### src/rtl/y86_pkg.sv
// Shared Y86-64 encodings: icodes, register IDs, status codes and the
// D->E pipeline register layout with its bubble value.
package y86_pkg;

  localparam logic [3:0] RNONE = 4'hF;
  localparam logic [3:0] RSP   = 4'h4;

  localparam logic [1:0] STAT_AOK = 2'd0;
  localparam logic [1:0] STAT_HLT = 2'd1;
  localparam logic [1:0] STAT_ADR = 2'd2;
  localparam logic [1:0] STAT_INS = 2'd3;

  localparam logic [3:0] I_HALT   = 4'h0;
  localparam logic [3:0] I_NOP    = 4'h1;
  localparam logic [3:0] I_CMOVX  = 4'h2;
  localparam logic [3:0] I_IRMOVQ = 4'h3;
  localparam logic [3:0] I_RMMOVQ = 4'h4;
  localparam logic [3:0] I_MRMOVQ = 4'h5;
  localparam logic [3:0] I_OPQ    = 4'h6;
  localparam logic [3:0] I_JXX    = 4'h7;
  localparam logic [3:0] I_CALL   = 4'h8;
  localparam logic [3:0] I_RET    = 4'h9;
  localparam logic [3:0] I_PUSHQ  = 4'hA;
  localparam logic [3:0] I_POPQ   = 4'hB;

  typedef struct packed {
    logic [1:0]  stat;
    logic [3:0]  icode;
    logic [3:0]  ifun;
    logic [63:0] valC;
    logic [63:0] valA;
    logic [63:0] valB;
    logic [3:0]  dstE;
    logic [3:0]  dstM;
    logic [3:0]  srcA;
    logic [3:0]  srcB;
  } ereg_t;

  localparam ereg_t E_BUBBLE = '{
    stat:  STAT_AOK,
    icode: I_NOP,
    ifun:  4'h0,
    valC:  64'h0,
    valA:  64'h0,
    valB:  64'h0,
    dstE:  RNONE,
    dstM:  RNONE,
    srcA:  RNONE,
    srcB:  RNONE
  };

  // Instructions whose memory result lands in dstM one stage too late to forward.
  function automatic logic is_load(input logic [3:0] icode);
    return (icode == I_MRMOVQ) || (icode == I_POPQ);
  endfunction

endpackage

### src/rtl/fwd_sel.sv
// One five-source priority forwarding mux: newest in-flight producer wins,
// falling back to the register file value.
module fwd_sel
  import y86_pkg::*;
(
  input  logic [3:0]  src_i,
  input  logic [63:0] rf_val_i,
  input  logic [3:0]  e_dstE_i,
  input  logic [63:0] e_valE_i,
  input  logic [3:0]  M_dstM_i,
  input  logic [63:0] m_valM_i,
  input  logic [3:0]  M_dstE_i,
  input  logic [63:0] M_valE_i,
  input  logic [3:0]  W_dstM_i,
  input  logic [63:0] W_valM_i,
  input  logic [3:0]  W_dstE_i,
  input  logic [63:0] W_valE_i,
  output logic [63:0] val_o
);

  // Priority order is execute, memory (M before E), writeback (M before E).
  always_comb begin
    val_o = rf_val_i;
    if (src_i == RNONE)         val_o = rf_val_i;
    else if (src_i == e_dstE_i) val_o = e_valE_i;
    else if (src_i == M_dstM_i) val_o = m_valM_i;
    else if (src_i == M_dstE_i) val_o = M_valE_i;
    else if (src_i == W_dstM_i) val_o = W_valM_i;
    else if (src_i == W_dstE_i) val_o = W_valE_i;
    else                        val_o = rf_val_i;
  end

endmodule

### src/rtl/decode_forward_ereg.sv
// Y86-64 decode back end: register ID decode, operand forwarding, hazard
// control, the D->E pipeline register and stall/bubble counters.
module decode_forward_ereg
  import y86_pkg::*;
#(
  parameter int CNT_W = 32
) (
  input  logic             clk,
  input  logic             rst_n,
  input  logic [1:0]       D_stat,
  input  logic [3:0]       D_icode,
  input  logic [3:0]       D_ifun,
  input  logic [3:0]       D_rA,
  input  logic [3:0]       D_rB,
  input  logic [63:0]      D_valC,
  input  logic [63:0]      D_valP,
  input  logic [63:0]      rf_valA,
  input  logic [63:0]      rf_valB,
  input  logic [3:0]       e_dstE,
  input  logic [63:0]      e_valE,
  input  logic             e_cnd,
  input  logic [3:0]       M_icode,
  input  logic [3:0]       M_dstE,
  input  logic [63:0]      M_valE,
  input  logic [3:0]       M_dstM,
  input  logic [63:0]      m_valM,
  input  logic [3:0]       W_dstE,
  input  logic [63:0]      W_valE,
  input  logic [3:0]       W_dstM,
  input  logic [63:0]      W_valM,
  output logic [3:0]       d_srcA,
  output logic [3:0]       d_srcB,
  output logic             F_stall,
  output logic             D_stall,
  output logic             D_bubble,
  output logic [1:0]       E_stat,
  output logic [3:0]       E_icode,
  output logic [3:0]       E_ifun,
  output logic [63:0]      E_valC,
  output logic [63:0]      E_valA,
  output logic [63:0]      E_valB,
  output logic [3:0]       E_dstE,
  output logic [3:0]       E_dstM,
  output logic [3:0]       E_srcA,
  output logic [3:0]       E_srcB,
  output logic [CNT_W-1:0] stall_cnt,
  output logic [CNT_W-1:0] bubble_cnt
);

  localparam logic [CNT_W-1:0] CNT_MAX = {CNT_W{1'b1}};
  localparam logic [CNT_W-1:0] CNT_ONE = {{(CNT_W-1){1'b0}}, 1'b1};

  ereg_t            e_q, e_d;
  logic [CNT_W-1:0] stall_cnt_q, stall_cnt_d;
  logic [CNT_W-1:0] bubble_cnt_q, bubble_cnt_d;
  logic [3:0]       d_dstE, d_dstM;
  logic [63:0]      fwd_a, fwd_b, d_valA;
  logic             loaduse, ret_haz, mispred, E_bubble;

  // Register ID decode from the D register.
  always_comb begin
    d_srcA = RNONE;
    d_srcB = RNONE;
    d_dstE = RNONE;
    d_dstM = RNONE;
    case (D_icode)
      I_CMOVX, I_RMMOVQ, I_OPQ, I_PUSHQ: d_srcA = D_rA;
      I_RET, I_POPQ:                     d_srcA = RSP;
      default:                           d_srcA = RNONE;
    endcase
    case (D_icode)
      I_RMMOVQ, I_MRMOVQ, I_OPQ:         d_srcB = D_rB;
      I_CALL, I_RET, I_PUSHQ, I_POPQ:    d_srcB = RSP;
      default:                           d_srcB = RNONE;
    endcase
    case (D_icode)
      I_CMOVX, I_IRMOVQ, I_OPQ:          d_dstE = D_rB;
      I_CALL, I_RET, I_PUSHQ, I_POPQ:    d_dstE = RSP;
      default:                           d_dstE = RNONE;
    endcase
    case (D_icode)
      I_MRMOVQ, I_POPQ:                  d_dstM = D_rA;
      default:                           d_dstM = RNONE;
    endcase
  end

  fwd_sel u_fwd_a (
    .src_i(d_srcA), .rf_val_i(rf_valA),
    .e_dstE_i(e_dstE), .e_valE_i(e_valE),
    .M_dstM_i(M_dstM), .m_valM_i(m_valM),
    .M_dstE_i(M_dstE), .M_valE_i(M_valE),
    .W_dstM_i(W_dstM), .W_valM_i(W_valM),
    .W_dstE_i(W_dstE), .W_valE_i(W_valE),
    .val_o(fwd_a)
  );

  fwd_sel u_fwd_b (
    .src_i(d_srcB), .rf_val_i(rf_valB),
    .e_dstE_i(e_dstE), .e_valE_i(e_valE),
    .M_dstM_i(M_dstM), .m_valM_i(m_valM),
    .M_dstE_i(M_dstE), .M_valE_i(M_valE),
    .W_dstM_i(W_dstM), .W_valM_i(W_valM),
    .W_dstE_i(W_dstE), .W_valE_i(W_valE),
    .val_o(fwd_b)
  );

  // Jumps and calls carry the fall-through/return PC in valA.
  always_comb begin
    d_valA = fwd_a;
    if ((D_icode == I_JXX) || (D_icode == I_CALL)) d_valA = D_valP;
    else                                           d_valA = fwd_a;
  end

  // Hazard detection from current inputs and E register contents.
  always_comb begin
    loaduse  = is_load(e_q.icode) && (e_q.dstM != RNONE) &&
               ((e_q.dstM == d_srcA) || (e_q.dstM == d_srcB));
    ret_haz  = (D_icode == I_RET) || (e_q.icode == I_RET) || (M_icode == I_RET);
    mispred  = (e_q.icode == I_JXX) && !e_cnd;
    F_stall  = loaduse || ret_haz;
    D_stall  = loaduse;
    D_bubble = mispred || (ret_haz && !loaduse);
    E_bubble = mispred || loaduse;
  end

  // Next E register value and saturating counter updates.
  always_comb begin
    e_d          = E_BUBBLE;
    stall_cnt_d  = stall_cnt_q;
    bubble_cnt_d = bubble_cnt_q;
    if (E_bubble) begin
      e_d = E_BUBBLE;
    end else begin
      e_d = '{stat: D_stat, icode: D_icode, ifun: D_ifun, valC: D_valC,
              valA: d_valA, valB: fwd_b, dstE: d_dstE, dstM: d_dstM,
              srcA: d_srcA, srcB: d_srcB};
    end
    if (D_stall && (stall_cnt_q != CNT_MAX)) stall_cnt_d = stall_cnt_q + CNT_ONE;
    else                                     stall_cnt_d = stall_cnt_q;
    if (E_bubble && (bubble_cnt_q != CNT_MAX)) bubble_cnt_d = bubble_cnt_q + CNT_ONE;
    else                                       bubble_cnt_d = bubble_cnt_q;
  end

  // E register and counters; the E register never stalls.
  always_ff @(posedge clk or negedge rst_n) begin
    if (!rst_n) begin
      e_q          <= E_BUBBLE;
      stall_cnt_q  <= '0;
      bubble_cnt_q <= '0;
    end else begin
      e_q          <= e_d;
      stall_cnt_q  <= stall_cnt_d;
      bubble_cnt_q <= bubble_cnt_d;
    end
  end

  assign E_stat     = e_q.stat;
  assign E_icode    = e_q.icode;
  assign E_ifun     = e_q.ifun;
  assign E_valC     = e_q.valC;
  assign E_valA     = e_q.valA;
  assign E_valB     = e_q.valB;
  assign E_dstE     = e_q.dstE;
  assign E_dstM     = e_q.dstM;
  assign E_srcA     = e_q.srcA;
  assign E_srcB     = e_q.srcB;
  assign stall_cnt  = stall_cnt_q;
  assign bubble_cnt = bubble_cnt_q;

endmodule
### config.mk
export PLATFORM = sky130hd
export DESIGN_NAME = decode_forward_ereg
export DESIGN_NICKNAME = d
export VERILOG_FILES = /design/src/rtl/y86_pkg.sv /design/src/rtl/fwd_sel.sv /design/src/rtl/decode_forward_ereg.sv
export SDC_FILE = /design/constraint.sdc
export NUM_CORES = 1
export LEC_CHECK = 0
export CAP_MARGIN = 20
export CORE_AREA = 4 4 351 353
export DETAILED_ROUTE_END_ITERATION = 16
export DIE_AREA = 0 0 355 357
export GPL_TIMING_DRIVEN = 0
export PLACE_DENSITY = 0.44
export SLEW_MARGIN = 0
export SYNTH_ARGS = -nofsm -noshare
export SYNTH_HDL_FRONTEND = slang
export SYNTH_HIERARCHICAL = 1
export SYNTH_SLANG_ARGS = --single-unit
### constraint.sdc
create_clock -name clk -period 2.7 [get_ports clk]
set_input_delay 0.27 -clock clk [delete_from_list [all_inputs] [get_ports clk]]
set_output_delay 0.27 -clock clk [all_outputs]
set_load 0.05 [all_outputs]
==> summary.txt <==
Logic synthesis
  • Post-Syn Nets: between 2000 and 3000
  • Area of the mapped netlist: between 15000 and 20000 µm²
  • Synth top area share: around 34%
  • Primary FF master, synth: dfrtp_1
  • Synth warn: 6
  • Cell variety after synth: 64
  • Ys async rst share: 100.0%
  • Area leader, netlist: dfrtp_1
  • Mean Syn Cell Area: 8.843 µm²
  • Post-synthesis sequential area ratio: 36.28%
  • Syn Inst Count: 2206
  • #FFs+latches synth: 282
  • Post-synth EDFFs: 0
  • Largest cells by area after synthesis: dfrtp_1 34%, a221oi_2 9.2%, mux2i_1 6.6%, a221o_1 6.6%, nor2_1 5.7%

Worst setup path
  • Cell repeated most along the worst path: buf_4
  • Critical Path Max Stage Delay: ~0.35 ns
  • Buf+Inv Stages, Crit Path: 7
  • Worst setup SP type: input port
  • Crit-path cells: buf_8 -> and2_4 -> o41ai_4 -> buf_4 -> inv_4 -> buf_6 -> xor2_2 -> nor4_4 -> clkbuf_16 -> buf_12 -> buf_4 -> mux2i_1 -> a221o_1 -> a221oi_2 -> nand2_1 -> a21oi_2
  • Worst path slowest cell: nor4_4
  • Critical path arrival: between 3 and 4 ns
  • Largest fanout on the critical path: 7
  • R2R setup slack: 0.02 ns
  • CP Capture Type: flop
  • WS Path Type: in -> reg
  • Critical path's top delay family: compound AO/OA/AOI/OAI gates
  • CP required: 3.19 ns

Clock network
  • Root buf cell: clkbuf_16
  • Max Root-Sink Buffers: 3
  • Worst-skew pair later-pin latency: 0.61 ns
  • CTS tree: yes
  • Reg clk slew, reported paths: 0.06 ns
  • Num CTS Buffers: 40
  • H-tree depth: 2
  • Clock Sinks: 282

Placed design
  • DP Cell Count: 4748
  • GP Congestion: about 0.93
  • Port-buffer cells: approximately 910
  • Post-DP Area: 31230 µm²
  • Post-DP HPWL: about 110 mm

Drt
  • Residual DRC: 0
  • DR WL/cell: 29.34 µm
  • Drt via density: 4.593
  • Final ANT Viol Nets: 0
  • DRT iter0 DRCs: about 2000
  • First drt pass iteration count: 6
  • Via count: between 20000 and 25000
  • Routed wire length: 145.0 mm

Final layout
  • Fin util: ~29%
  • Commonest cells after routing, fill and taps aside: 898 x clkdlybuf4s50_1, 293 x nor2_1, 262 x dfrtp_1
  • Cell area after layout: 34630 µm²
  • Final Non-Filler Cells: 4941
  • Share of layout cells above drive strength 1: 18.05%
  • Fin nets: 3889
  • Area growth syn-to-layout: 77.54%
  • Most common cell after layout, fill and taps aside: clkdlybuf4s50_1

STA
  • Setup TNS: -4.838 ns
  • RSZ-0062 raised after global routing: true
  • Fin. Hold Viols: 0
  • Fin. max-slew vios: 0
  • Slew @ Worst Pin: 1.200 ns
  • PnR worst setup slack: -0.1919 ns
  • Fin crit period: roughly 2.9 ns
  • Setup Skew: 0.03957 ns
  • Final setup violation count: 62
  • FMAX: ~0.35 GHz
  • Final Cycle Share: 107.1%
  • Slew margin rel.: 19.99%

GRT
  • Global-route wire length before repair: 191.3 mm
  • Tot GR Track Use: 21.51%
  • Largest net degree at the start of global routing: 101
  • Grt ovf: 0
  • Vias in the first global route: ~23000
  • Initial antenna violation count: 71

Die
  • Core ar.: about 120000 µm²
  • Die Y: 357 µm
  • Starting density of the core: 16.28%
  • Io pins: between 900 and 1000
  • Die Wd: 355 µm
  • Die footprint: approximately 130000 µm²
  • Row count: 127

Power and ir drop
  • Peak supply drop: 0.3428 mV
  • P_leak: 13.92 nW
  • Pwr dens: 576.4 nW/µm²

Outcome
  • Failing checks: setup timing
  • Status: finished with violations

Job
  • Max-cap violations: 0

Hold path
  • Hold Crit Class: in -> reg
## cells in the mapped netlist (17+ instances only)
library cell,instances
and2_1,140
inv_1,150
mux2i_1,129
nand2_1,179
a221o_1,128
a221oi_2,120
xor2_1,54
xnor2_1,46
nand4_1,18
dfstp_2,17
o21ai_0,135
a21oi_1,183
dfrtp_1,265
nor2_1,296
nand3_1,29
clkbuf_1,127
## where the power goes
part	leakage (nW)	switching (mW)	total (mW)	internal, mW
Combinational	9.90	5.65	9.33	3.68
Clock	0.656	2.27	5.57	3.29
Sequential	3.37	0.238	5.07	4.83
Total	13.9	8.17	20.0	11.8
## flip-flops by register name (all words and copies together) (netlist names)
| name | cells |
|---|---|
| E_valC | 64 |
| E_icode | 4 |
| E_dstE | 4 |
| E_srcA | 4 |
| stall_cnt | 32 |
| bubble_cnt | 32 |
| E_valB | 64 |
| E_dstM | 4 |
| E_valA | 64 |
| E_srcB | 4 |
| E_ifun | 4 |
| E_stat | 2 |
## area by class of cell
class | count | area (µm²)
Sequential cell | 282 | 7082
Antenna cell | 33 | 82.58
Buffer | 178 | 1401
Fill cell | 12930 | 85180
Clock buffer | 58 | 1169
Clock inverter | 14 | 168.9
Tap cell | 1612 | 2017
Inverter | 150 | 584.3
Timing Repair Buffer | 1029 | 10520
Multi-Input combinational cell | 1585 | 11610
## stage by stage
| step | hold slack, ns | setup slack [ns] | power (mW) |
|---|---|---|---|
| global route | 0.08186 | -0.2305 | 20.73 |
| finish | 0.1082 | -0.1919 | 19.96 |
| detailed placement | 0.2041 | -2.245 | 13.93 |
| global placement | 0.4771 | -13.13 | 13.86 |
| floorplan | -0.02559 | -0.1911 | 9.926 |
| CTS | 0.05583 | -0.1517 | 20.04 |
## path summary, 6_finish.rpt
| check | startpoint | to | cells after the start |
|---|---|---|---|
| max in group asynchronous | rst_n | E_valB[12]$_DFF_PN0_ | 4 |
| setup / recovery | D_icode[2] | E_valA[14]$_DFF_PN0_ | 16 |
| min in group asynchronous | rst_n | E_valB[56]$_DFF_PN0_ | 2 |
| hold / removal | D_icode[3] | E_dstE[2]$_DFF_PN1_ | 4 |
| hold reg to reg | stall_cnt[27]$_DFFE_PN0P_ | stall_cnt[27]$_DFFE_PN0P_ | 1 |
| setup reg to reg | E_dstM[0]$_DFF_PN1_ | bubble_cnt[26]$_DFFE_PN0P_ | 13 |
## repair_timing
item,in CTS,in global routing
resized for setup,264,109
setup endpoints to repair,283,159
endpoints found under the hold margin,63,0
buffers inserted,60,35
gates cloned,3,2
hold buffers,1,0
pin swaps,85,91
## worst register-to-register path, stage by stage (launching register included)
cell and delay, ns:
dfstp_2 0.60, buf_6 0.16, o22ai_2 0.08, a211o_1 0.28, nor2_1 0.11, a41o_2 0.28, buf_6 0.12, buf_8 0.11
nor2_4 0.05, buf_12 0.15, buf_12 0.15, buf_8 0.13, nor4_4 0.26, xor2_1 0.15
## per-layer routing
metal	GRT usage [%]	vias up	wire (µm)
li1	-	10020	-
met1	26.08	11205	57850
met2	37.54	1234	71290
met3	5.762	216	11870
met4	5.836	20	3841
met5	0	-	126
## cells by family (layout without fill, tap and decap cells)
| kind of cell | Yosys count | after routing | synth area share (%) |
|---|---|---|---|
| AO/OA/AOI/OAI | 613 | 613 | 26.19 |
| multiplexers | 132 | 132 | 6.792 |
| AND/OR/NAND/NOR | 738 | 738 | 17.87 |
| adder cells (fa/ha/maj) | 2 | 2 | 0.1283 |
| other | 0 | 33 | 0 |
| XOR/XNOR | 100 | 100 | 4.490 |
| buffers and inverters | 339 | 1429 | 8.242 |
| flip-flops | 282 | 282 | 36.28 |
No activity file was read; power rests on OpenSTA's default activity.
